File: config.mk
export PLATFORM = sky130hd
export DESIGN_NAME = calc_seq
export DESIGN_NICKNAME = d
export VERILOG_FILES = /design/src/rtl/calc_seq.sv
export SDC_FILE = /design/constraint.sdc
export NUM_CORES = 1
export LEC_CHECK = 0
export BUFFER_PORTS_ARGS = -buffer_cell sky130_fd_sc_hd__buf_2
export CAP_MARGIN = 5
export CORE_UTILIZATION = 45
export DETAILED_ROUTE_END_ITERATION = 8
export PLACE_DENSITY_LB_ADDON = 0.12
export RECOVER_POWER = 50
export SLEW_MARGIN = 30
export SYNTH_ARGS = -nofsm -noshare
export SYNTH_HDL_FRONTEND = slang
export SYNTH_SLANG_ARGS = --single-unit
File: constraint.sdc
create_clock -name clk -period 3.7 [get_ports clk]
set_clock_uncertainty 0.05 [all_clocks]
set_input_delay 0.555 -clock clk [delete_from_list [all_inputs] [get_ports clk]]
set_output_delay 0.555 -clock clk [all_outputs]
set_load 0.005 [all_outputs]
File: src/rtl/calc_seq.sv
// Signed add/sub/mul/div sequencer: add/sub and divide-by-zero complete in one cycle,
// mul and div iterate for W cycles on operand magnitudes and apply the signs at the end.
module calc_seq #(
    parameter int W = 5
) (
    input  logic           clk,
    input  logic           rst_n,
    input  logic [W-1:0]   a,
    input  logic [W-1:0]   b,
    input  logic [1:0]     op,
    input  logic           in_valid,
    output logic           in_ready,
    output logic [2*W-1:0] result,
    output logic [W-1:0]   rem,
    output logic           dbz,
    output logic           out_valid,
    input  logic           out_ready
);
    // state | meaning
    // IDLE  | waiting for a request (in_ready=1)
    // EXEC  | W-cycle shift/add multiply or restoring divide in progress
    // DONE  | result held until the consumer takes it (out_valid=1)
    typedef enum logic [1:0] {IDLE, EXEC, DONE} state_t;

    localparam int CW = $clog2(W + 1);

    state_t         state, state_nxt;
    logic [CW-1:0]  cnt;
    logic           is_mul, neg_q, neg_r;
    logic [W-1:0]   mag_b, part, shift_q;
    logic [W-1:0]   part_nxt, shift_nxt;
    logic [W:0]     sum, s_div;
    logic           ge;
    logic           accept, fast_op, last_step;
    logic [2*W-1:0] mag_out, final_result, ext_a, ext_b;

    function automatic logic [W-1:0] mag(input logic [W-1:0] x);
        return x[W-1] ? -x : x;
    endfunction

    assign in_ready  = (state == IDLE);
    assign out_valid = (state == DONE);
    assign accept    = in_valid && (state == IDLE);
    assign fast_op   = !op[1] || (op[0] && (b == '0));
    assign last_step = (state == EXEC) && (cnt == CW'(1));
    assign ext_a     = {{W{a[W-1]}}, a};
    assign ext_b     = {{W{b[W-1]}}, b};

    always_ff @(posedge clk) begin
        if (!rst_n) state <= IDLE;
        else        state <= state_nxt;
    end

    always_comb begin
        state_nxt = state;
        case (state)
            IDLE: if (accept) state_nxt = fast_op ? DONE : EXEC;
            EXEC: if (last_step) state_nxt = DONE;
            DONE: if (out_ready) state_nxt = IDLE;
            default: state_nxt = IDLE;
        endcase
    end

    // One iteration: part:shift_q is the product (mul) or remainder:dividend (div)
    always_comb begin
        sum       = {1'b0, part} + (shift_q[0] ? {1'b0, mag_b} : '0);
        s_div     = {part, shift_q[W-1]};
        ge        = s_div >= {1'b0, mag_b};
        part_nxt  = '0;
        shift_nxt = '0;
        if (is_mul) begin
            part_nxt  = sum[W:1];
            shift_nxt = {sum[0], shift_q[W-1:1]};
        end else begin
            part_nxt  = ge ? (s_div[W-1:0] - mag_b) : s_div[W-1:0];
            shift_nxt = {shift_q[W-2:0], ge};
        end
        mag_out      = is_mul ? {part_nxt, shift_nxt} : {{W{1'b0}}, shift_nxt};
        final_result = neg_q ? -mag_out : mag_out;
    end

    always_ff @(posedge clk) begin
        if (!rst_n) begin
            cnt     <= '0;
            result  <= '0;
            rem     <= '0;
            dbz     <= 1'b0;
            is_mul  <= 1'b0;
            neg_q   <= 1'b0;
            neg_r   <= 1'b0;
            mag_b   <= '0;
            part    <= '0;
            shift_q <= '0;
        end else if (accept) begin
            rem <= '0;
            dbz <= 1'b0;
            case (op)
                2'b00: result <= ext_a + ext_b;
                2'b01: result <= ext_a - ext_b;
                default: begin
                    if (op[0] && (b == '0)) begin
                        result <= '0;
                        dbz    <= 1'b1;
                    end else begin
                        cnt     <= CW'(W);
                        is_mul  <= !op[0];
                        neg_q   <= a[W-1] ^ b[W-1];
                        neg_r   <= a[W-1];
                        mag_b   <= mag(b);
                        part    <= '0;
                        shift_q <= mag(a);
                    end
                end
            endcase
        end else if (state == EXEC) begin
            cnt     <= cnt - CW'(1);
            part    <= part_nxt;
            shift_q <= shift_nxt;
            if (last_step) begin
                result <= final_result;
                rem    <= is_mul ? '0 : (neg_r ? -part_nxt : part_nxt);
            end
        end
    end
endmodule

==> summary.txt <==
most common cell after layout, fill and taps aside: dfxtp_1
part of the power in combinational logic: 0.380
maxcap violations: 0
gpl congestion: 0.8707
Setup CP Type: flip-flop to flip-flop
# H-tree levels: 2
largest net degree at the start of global routing: 36
Worst-path clk slew: 0.08 ns
drt total wl: 7868 µm
Synth area leader: dfxtp_1
post-synth top area share: 0.2536
failing checks: DRC
Die Footprint: 7177 µm²
FF/Latch Area: 780.7 µm²
Post-DRT Antenna Nets: 0
CTS tree: yes
share of layout cells above drive strength 1: 0.1169
Crit. End Element: flip-flop
Final Cycle Share: 0.8629
nets@finish: 443
gr ovfl total: 0
number of global-route vias before repair: 2617
Mean Syn Cell Area: 8.125 µm²
HP Class: flip-flop to flip-flop
setup TNS: 0 ns
# Post-CTS Setup Buffers: 0
Sequential Power Share: 0.386
number of vias per cell: 5.668
Area contributors post-synth: dfxtp_1, ha_1, mux2i_1, xnor2_1, nand2_1
critical path required time: 3.84 ns
total CTS buffers: 5
worst-path fanout max: 8
Core Area: 6495 µm²
CP Launch Type: flip-flop
number of hold buffers added after CTS: 0
num rows: 29
worst skew pair latency: 0.30 ns
number of distinct library cells after synthesis: 58
FFs w/ async S/R, synth: 0
Final min period: 3.193 ns
Multi-input gate area: 2127 µm²
post-synthesis sequential area ratio: 0.2536
Ys Warns: 0
Worst Tran Pin Value: 0.6586 ns
Worst VDD drop: 171.6 µV
ys flop type: dfxtp_1
# clock sinks: 39
IO Port Bufs: 33
Starting Density: 0.4741
Fill cells: 642
wire length per cell after detailed routing: 16.43 µm
Slew Limit Headroom: 0.5597
hpwl dp: 5978 µm
Int Pwr: 0.0007856 W
first-pass GRT wire length: 13180 µm
Die Span Y: 84.72 µm
unrepaired setup endpoints after global routing: false
initial antenna violation count: 0
Root Buffer: clkbuf_8
Post-Syn Nets: 421
Clock power frac: 0.234
# IOs: 34
Core Util, Final: 0.5145
Tot GR Track Use: 0.2350
Data arrival, critical path: 3.33 ns
max-slew violations: 0
Mapped Area: 3079 µm²
area grow syn2layout: 8.533%
deepest clock path buffer count: 2
Post-CTS Resized: 0
detailed-route DRC error count: 3
Sw Share: 0.3729
Psw: 0.0004671 W
status: complete, but fails checks
P_leak: 1.435 nW
final setup violation count: 0
#FFs+latches synth: 39
final hold violations: 0
commonest non-fill, non-tap cells in the layout: dfxtp_1, nand2_1, buf_2
Post-synth EDFFs: 0
Post-Syn Instances: 379
TritonRoute pass-1 iters: 7
PD cells: 374.8 nW/µm²
die span in x: 84.72 µm
Peak Freq: 313.2 MHz
total number of vias: 2715
Iter 0 DRT Violations: 210
diode count: 0
-- through the flow --
step / total power, W / cells / setup slack (ns) / hold slack (ns) / cell area, µm²
3_5_place_dp: 0.0009663 / 471 / 0.5424 / 0.3956 / 3267
5_1_grt: 0.001340 / 479 / 0.2011 / 0.4265 / 3342
2_1_floorplan: 0.0008482 / 379 / 0.6753 / 0.3987 / 3079
4_1_cts: 0.001261 / 479 / 0.5255 / 0.4070 / 3352
6_report: 0.001253 / 479 / 0.5071 / 0.4037 / 3342
3_3_place_gp: 0.0009639 / 471 / 0.6256 / 0.3940 / 3267
-- synth_stat cells, types with 5 or more instances --
cell type   n
nor3_1      6
nor2_1     26
a21o_1      7
a21boi_0    9
nand3_1    11
nand2_1    34
a31oi_1     7
dfxtp_1    39
nor2b_1    14
ha_1       23
inv_1      19
nand2b_1    5
xor2_1      8
o21ai_0    18
mux2i_1    15
o211a_1     8
clkbuf_1   13
a21oi_1    21
xnor2_1    16
and2_1     11
-- worst max-delay path: stages, from the launching register on --
cell and delay [ns]:
dfxtp_1 0.38, inv_1 0.08, ha_1 0.15, inv_1 0.05
fa_1 0.41, a21oi_1 0.14, nand4b_1 0.26, nand2_4 0.14
mux2_2 0.32, inv_1 0.06, ha_1 0.17, or3b_1 0.41
a211o_1 0.29, o2111ai_1 0.09, a21oi_1 0.08
-- logic make-up (layout without fill, tap and decap cells) --
kind of cell,count (synthesis),after routing,share of synthesized area
AOI/OAI and AO/OA,106,106,0.2466
muxes,16,16,0.05242
xor gates and xnor gates,24,24,0.06826
DFF,39,39,0.2536
buffers and inverters,41,64,0.05567
and+or+nand+nor,127,127,0.2105
adders and majority gates,26,26,0.1130
-- final cells by class --
| cell class | instances | share of cell area |
|---|---|---|
| Multi-Input combinational cell | 299 | 0.6365 |
| Clock inverter | 2 | 0.003744 |
| Sequential cell | 39 | 0.2336 |
| Inverter | 20 | 0.02246 |
| Tap cell | 77 | 0.02883 |
| Timing Repair Buffer | 36 | 0.05316 |
| Clock buffer | 6 | 0.02171 |
-- sequential cells by signal, summed over array words and instances, names as in the netlist --
name / flops
is_mul: 1
neg_r: 1
state: 2
neg_q: 1
dbz: 1
shift_q: 5
rem: 5
cnt: 3
part: 5
result: 10
mag_b: 5
-- path summary, 6_finish.rpt --
path | startpoint | endpoint | slack, ns | cells past startpoint
setup / recovery | shift_q[4] | result[8] | 0.51 | 14
hold / removal | rem[0] | rem[0] | 0.40 | 2
setup reg to reg | shift_q[4] | result[8] | 0.51 | 14
hold reg to reg | rem[0] | rem[0] | 0.40 | 2
-- routing by layer --
| metal | vias to the layer above | global-route usage | routed length (µm) |
|---|---|---|---|
| met2 | 51 | 0.3755 | 3561 |
| met1 | 1266 | 0.3221 | 3832 |
| met4 | 0 | 0.07704 | 123 |
| met3 | 10 | 0.03933 | 350 |
| met5 | - | 0 | 0 |
| li1 | 1388 | - | - |
-- power groups by stage --
stage               registers (W)  clock network (W)  logic, W
floorplan                0.000480                  0  0.000368
global placement         0.000491                  0  0.000472
detailed placement       0.000492                  0  0.000474
CTS                      0.000483           0.000301  0.000477
global route             0.000488           0.000320  0.000532
finish                   0.000483           0.000294  0.000476
Note: power is estimated with default switching activity, not from simulation.
